File: config.mk
export PLATFORM = sky130hd
export DESIGN_NAME = fft_bfly_issue
export DESIGN_NICKNAME = d
export VERILOG_FILES = /design/src/rtl/fft_bfly_issue.sv
export SDC_FILE = /design/constraint.sdc
export NUM_CORES = 1
export LEC_CHECK = 0
export ABC_AREA = 1
export ABC_CLOCK_PERIOD_IN_PS = 6290
export CAP_MARGIN = 10
export CORE_UTILIZATION = 40
export DETAILED_ROUTE_END_ITERATION = 12
export GPL_ROUTABILITY_DRIVEN = 0
export PLACE_DENSITY = 0.76
export RECOVER_POWER = 25
export SETUP_SLACK_MARGIN = 0.1
export SLEW_MARGIN = 15
export SYNTH_ARGS = -nofsm -noshare
export SYNTH_HDL_FRONTEND = slang
export SYNTH_SLANG_ARGS = --single-unit
File: constraint.sdc
create_clock -name i_clk -period 6.29 [get_ports i_clk]
set_clock_uncertainty 0.2 [all_clocks]
set_input_delay 0.629 -clock i_clk [delete_from_list [all_inputs] [get_ports i_clk]]
set_output_delay 0.629 -clock i_clk [all_outputs]
set_load 0.02 [all_outputs]
File: src/rtl/fft_bfly_issue.sv
// Radix-2 DIT butterfly issue sequencer for a 256-point FFT.
// Walks 8 stages of 128 butterflies, gated between stages by writeback's stage_done.
module fft_bfly_issue #(
    parameter int DW = 20
) (
    input  logic          i_clk,
    input  logic          i_reset,
    input  logic          i_start,
    input  logic          i_stage_done,
    output logic          o_busy,
    output logic          o_done,
    output logic          o_rd_en,
    output logic          o_rd_bank,
    output logic [7:0]    o_rd_addr_a,
    output logic [7:0]    o_rd_addr_b,
    output logic [6:0]    o_tw_addr,
    input  logic [DW-1:0] i_rd_a_re,
    input  logic [DW-1:0] i_rd_a_im,
    input  logic [DW-1:0] i_rd_b_re,
    input  logic [DW-1:0] i_rd_b_im,
    input  logic [DW-1:0] i_tw_re,
    input  logic [DW-1:0] i_tw_im,
    output logic          o_pushin,
    output logic [DW-1:0] o_x1real,
    output logic [DW-1:0] o_x1imag,
    output logic [DW-1:0] o_x2real,
    output logic [DW-1:0] o_x2imag,
    output logic [DW-1:0] o_wreal,
    output logic [DW-1:0] o_wimag,
    output logic [3:0]    o_level,
    output logic [17:0]   o_cntrl_in
);

    localparam logic [1:0] S_IDLE  = 2'd0;
    localparam logic [1:0] S_ISSUE = 2'd1;
    localparam logic [1:0] S_WAIT  = 2'd2;
    localparam logic [1:0] S_FIN   = 2'd3;

    logic [1:0]  r_state;
    logic [2:0]  r_s;
    logic [6:0]  r_j;
    logic        r_v1;
    logic [17:0] r_tag1;
    logic [3:0]  r_lvl1;

    logic        w_issue;
    logic [7:0]  w_j8;
    logic [7:0]  w_h;
    logic [7:0]  w_mask;
    logic [7:0]  w_a;
    logic [7:0]  w_b;
    logic [6:0]  w_p;
    logic [6:0]  w_k;
    logic [17:0] w_tag;

    // a inserts a zero at bit s of j (group bits move up one), b sets that bit
    assign w_issue = (r_state == S_ISSUE);
    assign w_j8    = {1'b0, r_j};
    assign w_h     = 8'd1 << r_s;
    assign w_mask  = w_h - 8'd1;
    assign w_a     = ((w_j8 & ~w_mask) << 1) | (w_j8 & w_mask);
    assign w_b     = w_a | w_h;
    assign w_p     = r_j & w_mask[6:0];
    assign w_k     = w_p << (3'd7 - r_s);
    assign w_tag   = {r_s, (r_j == 7'd127), ~r_s[0], w_a, 5'd0};

    assign o_rd_en     = w_issue;
    assign o_rd_bank   = w_issue & r_s[0];
    assign o_rd_addr_a = w_issue ? w_a : 8'd0;
    assign o_rd_addr_b = w_issue ? w_b : 8'd0;
    assign o_tw_addr   = w_issue ? w_k : 7'd0;
    assign o_busy      = (r_state == S_ISSUE) || (r_state == S_WAIT);
    assign o_done      = (r_state == S_FIN);

    always_ff @(posedge i_clk or posedge i_reset) begin
        if (i_reset) begin
            r_state <= S_IDLE;
            r_s     <= 3'd0;
            r_j     <= 7'd0;
        end else begin
            case (r_state)
                S_IDLE: begin
                    if (i_start) begin
                        r_state <= S_ISSUE;
                        r_s     <= 3'd0;
                        r_j     <= 7'd0;
                    end
                end
                S_ISSUE: begin
                    r_j <= r_j + 7'd1;
                    if (r_j == 7'd127) begin
                        r_state <= S_WAIT;
                    end
                end
                S_WAIT: begin
                    if (i_stage_done) begin
                        if (r_s == 3'd7) begin
                            r_state <= S_FIN;
                        end else begin
                            r_s     <= r_s + 3'd1;
                            r_j     <= 7'd0;
                            r_state <= S_ISSUE;
                        end
                    end
                end
                S_FIN: begin
                    r_state <= S_IDLE;
                    r_s     <= 3'd0;
                end
                default: r_state <= S_IDLE;
            endcase
        end
    end

    // Two-stage issue pipeline: tag waits one cycle for RAM/ROM data, then both register out
    always_ff @(posedge i_clk or posedge i_reset) begin
        if (i_reset) begin
            r_v1       <= 1'b0;
            r_tag1     <= 18'd0;
            r_lvl1     <= 4'd0;
            o_pushin   <= 1'b0;
            o_x1real   <= '0;
            o_x1imag   <= '0;
            o_x2real   <= '0;
            o_x2imag   <= '0;
            o_wreal    <= '0;
            o_wimag    <= '0;
            o_level    <= 4'd0;
            o_cntrl_in <= 18'd0;
        end else begin
            r_v1     <= w_issue;
            o_pushin <= r_v1;
            if (w_issue) begin
                r_tag1 <= w_tag;
                r_lvl1 <= {1'b0, r_s};
            end
            if (r_v1) begin
                o_x1real   <= i_rd_a_re;
                o_x1imag   <= i_rd_a_im;
                o_x2real   <= i_rd_b_re;
                o_x2imag   <= i_rd_b_im;
                o_wreal    <= i_tw_re;
                o_wimag    <= i_tw_im;
                o_level    <= r_lvl1;
                o_cntrl_in <= r_tag1;
            end
        end
    end

endmodule

Word-level counts from Yosys, hierarchy flattened
Index checks and enable logic that the tools add are counted.

storage, ports and cells
  bits in registers = 166
  latch bits = 0
  RAM bits = 0
  memory bits (read-only) = 0
  input bits = 124
  output and inout bits = 170
  word-level logic and storage cells = 61
  memories = 0

cells by class
  add/sub/neg operators = 4
  multiply operators = 0
  divide/modulo/power cells = 0
  magnitude comparators = 0
  equality and inequality tests = 9
  shift operators = 2
  multiplexer cells = 16
  bitwise gates (word level) = 8
  reductions and logical operators = 7

operators by type and width
  cell                   number
  $mux W7                4
  $pmux W7 S3            1
  $mux W8                2
  $or A8 B8 Y8           2
  $and A7 B7 Y7          2
  $mux W3                3
  $pmux W3 S3            1
  $and A7 B8 Y8          1
  $mux W2                4
  $pmux W2 S4            1
  $reduce_and A4 Y1      2
  $shl A1 B3 Y8 const A  1
  $sub A8 B1 Y8 const B  1
  $add A7 B1 Y7 const B  1
  $eq A7 B7 Y1 const B   1
  $not A7 Y7             1
  $shl A7 B3 Y7          1
  $ne A2 B2 Y1 const B   3
  $reduce_bool A3 Y1     2
  $eq A2 B2 Y1 const B   2
  $add A3 B1 Y3 const B  1
  $eq A3 B3 Y1 const B   1
  $reduce_and A3 Y1      1
  $sub A3 B3 Y3 const A  1
  6 further kinds        6

Depth between registers and ports, before layout
  word-level depth = 7
  depth in mapped cells = 13
  depth with buffers taken out = 12

Worst setup path before layout
No wires, ideal clock.

  path kind = register -> output
  start point = register r_s[1]
  end point = output port o_rd_addr_b[3]
  arrival = 2.191 ns
  required time = 5.461 ns
  slack = 3.270 ns
  stages on the path, launching flop included = 11
  buffers on the path = 1
  cells stage by stage = dfrtp_1 > buf_2 > inv_1 > ha_1 > nand2_1 > ha_1 > xnor2_2 > or2_1 > a21oi_2 > a21oi_1 > inv_1

between the ends
  cells in the longest elaborated chain, start to end = 7
  elaborated cells between the ends (all ways) = 8
  those cells by class = add/sub (1); shift (1); mux (1); bitwise (5)

ends and longest elaborated chain
  element                 line  source
  start, declared         40    logic [2:0] r_s;
  start signal, assigned  100   r_s <= r_s + 3'd1;
  $shl A1 B3 Y8 *         59    assign w_h = 8'd1 << r_s;
  $sub A8 B1 Y8           60    assign w_mask = w_h - 8'd1;
  $not A7 Y7              61    assign w_a = ((w_j8 & ~w_mask) << 1) | (w_j8 & w_mask);
  $and A7 B7 Y7           61
  $or A8 B8 Y8            61
  $or A8 B8 Y8 *          62    assign w_b = w_a | w_h;
  $mux W8 *               70    assign o_rd_addr_b = w_issue ? w_b : 8'd0;
  end, declared           15    output logic [7:0] o_rd_addr_b,

Mark *: on every way between the ends. The rest lies on a longest branch, timed or not.

Worst setup path after layout
  start point = register r_state[1]
  end point = output port o_rd_addr_b[3]

between the ends
  cells in the longest elaborated chain, start to end = 2

ends and longest elaborated chain
  element                 line  source
  start, declared         39    logic [1:0] r_state;
  start signal, assigned  77    r_state <= S_IDLE;
  start signal, assigned  84    r_state <= S_ISSUE;
  start signal, assigned  92    r_state <= S_WAIT;
  $eq A2 B1 Y1            57    assign w_issue = (r_state == S_ISSUE);
  $mux W8                 70

Every way passes these cells.

==> results.txt <==
The total CTS buffers is 17. Static timing analysis puts the maximum clock frequency at 0.216 GHz. The worst hold path terminates at r_tag1[5]$_DFFE_PP0P_. Summing the sequential cell areas from Yosys gives between 50% and 60% of the chip area.

The synthesized design devotes to its leading area cell type between 50% and 60% of total area. The detail route stage leaves a number of antenna-violating nets equal to 0. The smallest clock period supported by the final layout is computed as approximately 4600 ps. The checks that failed: capacitance limit, slew limit.

The via count came out at 5133. The final wirelength came out at 18300 µm. The final setup TNS came out at 0 ps.

The worst hold slack across all endpoints came out at 288 ps. The count of boundary I/O pins is 294. The number of warning messages in the yosys log is 0. The pre-antenna-repair detailed-routing pass consisted of 4 iterations. The starting density of the core came out at about two fifths. In this run, synthesis produced a sequential element count of 160.

The total global routing track utilization came out at 21.4%. The routed wirelength normalized by instance count came out at around 17 µm. Walking the worst path, the cells encountered are inv_1 > ha_1 > clkbuf_1 > inv_1 > a21oi_2 > a21oi_1 > inv_1 > clkdlybuf4s50_1.

The site row count came out at 47. On the critical path, the stage with the largest delay is an instance of clkbuf_1. The count of clock tree sinks came out at 160. The run finished, with violations left. The clock latency on the worst-skew pair is 410 ps. The overall die height is 133 µm. The number of hold buffers added after CTS was 0. The critical path class is reg2out.

The H-tree depth reported by CTS came out at 4. The number of cells traversed by the worst hold path is 2. The number of maximum-capacitance constraint violations is 3. In this run the mean area of a mapped cell was 12.1 µm².

The path class of the tightest hold or removal check is reg2reg. The total setup violations reported at the end of the flow is 0. In this design, the critical path's most frequently occurring cell is inv_1. The die covers 0.0176 mm².

Of all cell types, the one taking the most synthesized area is dfrtp_1. The type of destination of the critical path is an output pin. The cell sitting at the root of the clock tree is a clkbuf_16. The count of final max-slew check failures came out at 153. The post-synthesis cell type count came out at 37. The number of gates resized after cts is 0. The arrival time at the worst endpoint came out at 3790 ps.

The number of antenna cells inserted came out at 0. Setup repair after global routing left no endpoint under its margin. The critical hold path startpoint is r_tag1[5]$_DFFE_PP0P_. The number of hold violations in the final report is 0. By area the synthesized netlist is led by dfrtp_1, mux2_2, nand2_1. The post-synthesis to final-layout area growth came out at 52.9%. The cell area after synthesis is 0.00683 mm².

At the pin with the least slew margin, the transition time is 2600 ps. The highest cell delay on the worst timing path came out at 1030 ps. The final net count is 980. Dividing the detail-routed via count by the number of cells gives roughly 4.8.

Of the available clock period, the critical path in the final layout requires between 70% and 80%. The fraction of final layout cells sized beyond drive strength 1 came out at 19.8%. TritonCTS built the clock tree. The total buffers and inverters traversed by the critical path came out at 5. In this run the static leakage power is approximately 0.0045 µW. The count of cells along the worst register-to-register path came out at 2. The clock input transition at the sequential cells of the worst setup and hold paths is 60 ps. The count of unresolved DRC violations after routing came out at 0. The top cell family by delay on the critical path is buffers and inverters. From left edge to right edge, the die measures 133 µm. The power density relative to cell area is roughly 540 mW/mm². The starting DRC count in detailed routing came out at 219. At the worst endpoint, the required time is 5460 ps. The post-DP HPWL came out at ~13000 µm.

Summed over all layers, the global routing overflow is 0. The core region is 0.0166 mm². The buffers inserted during post-CTS setup optimization is 0.

In this run the tightest slew margin relative to its limit is -74.3%. The worst setup path is launched from a register. The largest net degree at the start of global routing is 90. The first-pass GRT wire length is around 29000 µm. The highest fanout seen on the critical path is 33.

The worst-case vdd ir drop is 0.000296 V. The number of I/O port buffers is roughly 290. In this run the critical register-to-register path is launched from r_v1$_DFF_PP0_. The number of instances in the synthesized netlist is ~560.

The via count of the first global-routing pass came to 5180. The endpoint identified for the worst register-to-register timing path is o_wimag[1]$_DFFE_PP0P_. The worst reg-to-reg setup slack is around 2100 ps. The initial antenna violation count came out at 1. The maximum root-to-sink buffer count is 2.
## per-layer routing
| metal | global-route usage [%] | vias to the layer above | share of wire [%] |
|---|---|---|---|
| li1 | - | 2432 | - |
| met1 | 26.2 | 2479 | 42 |
| met2 | 36.3 | 199 | 50 |
| met3 | 6.40 | 21 | 7.2 |
| met4 | 6.32 | 2 | 1.0 |
| met5 | 0 | - | 0.071 |
## through the flow
stage / utilization, % / std cells / setup WS (ps) / area [µm²] / total power (µW)
global route: 62.7 / 1077 / 1370 / 10400 / 5920
detailed placement: 59.0 / 1044 / 2540 / 9820 / 4580
finish: 62.7 / 1077 / 1670 / 10400 / 5620
floorplan: - / 567 / 1140 / 6840 / 3310
global placement: 59.0 / 1044 / 2580 / 9820 / 4530
CTS: 62.7 / 1076 / 2050 / 10400 / 5670
## cells in the mapped netlist, drive strengths merged
cell and number:
o211ai 1, ha 12, mux2 122, a31oi 3, xor2 1, buf 29, nand4 2, o21ai 22
nor3 5, inv 48, nand3 18, o22ai 3, and2 1, a21boi 1, conb 1, dfrtp 160
a21oi 28, o31ai 1, nor2 27, clkbuf 5, xnor2 1, nand2 67, nor4 1, o21bai 2
or2 1
## registers in the layout, summed over array words and instances, names as in the netlist
register and flops:
o_wimag 20, o_wreal 20, o_x1imag 20, o_x1real 20, o_x2imag 20, o_x2real 20
o_cntrl_in 13, r_tag1 10, r_j 7, r_lvl1 3, r_s 3, r_state 2
o_pushin 1, r_v1 1
## worst min-delay path: stages, from the launching register on
cell and delay [ps]:
dfrtp_1 350, nand2_1 50, o21ai_0 60
## cell type report
cell class	instances	area [µm²]
clock buffer	18	439
clock inverter	14	176
fill	1347	6210
inverter	48	184
multi-input combinational	325	2450
sequential	160	4000
tap	220	275
timing repair buffer	292	2900
## worst max path at each step
| stage | from | endpoint | slack, ps | depth (start not counted) |
|---|---|---|---|---|
| finish | r_state[1]$_DFFE_PP0P_ | o_rd_addr_b[3] | 1670 | 8 |
| floorplan | i_reset | o_cntrl_in[10]$_DFFE_PP0P_ | 1140 | 1 |
| CTS | r_s[0]$_DFFE_PP0P_ | o_tw_addr[6] | 2050 | 13 |
| detailed placement | r_s[0]$_DFFE_PP0P_ | o_tw_addr[6] | 2540 | 13 |
| global placement | r_s[0]$_DFFE_PP0P_ | o_tw_addr[6] | 2580 | 13 |
| global route | r_state[1]$_DFFE_PP0P_ | o_rd_addr_b[3] | 1370 | 8 |
## layout by cell type, fill, tap and decap left out, types with 2 or more instances in the layout
master             n
nand3_1           15
o22ai_1            3
clkinvlp_4         4
buf_4              3
bufinv_16          3
nand2_1           63
ha_1              12
dfrtp_1          160
nand4_1            2
nor2_1            27
a21oi_2            2
o21bai_1           2
o21ai_0           20
clkbuf_1           2
a31oi_1            3
nand3_2            3
mux2_2           122
clkbuf_16         17
inv_6              4
a21oi_1           26
clkdlybuf4s50_1  286
conb_1             6
nor3_1             5
clkinv_2           2
nand2_2            2
inv_1             46
## cell families (layout without fill, tap and decap cells)
family | after synthesis | after routing | share of synthesized area (%)
simple gates | 122 | 122 | 7.96
fa+ha+maj | 12 | 12 | 2.20
mux | 122 | 122 | 20.1
compound gates | 61 | 61 | 4.93
other cells | 1 | 6 | 0.0549
xor+xnor | 2 | 2 | 0.367
flops | 160 | 160 | 58.7
buf+inv | 82 | 372 | 5.70
## power breakdown
group	leakage (µW)	internal, µW	switching [µW]
logic	0.00228	1410	1350
registers	0.00192	1510	290
clock network	0.000292	641	431
total	0.00449	3560	2070
Power figures use the tool's default switching activity.
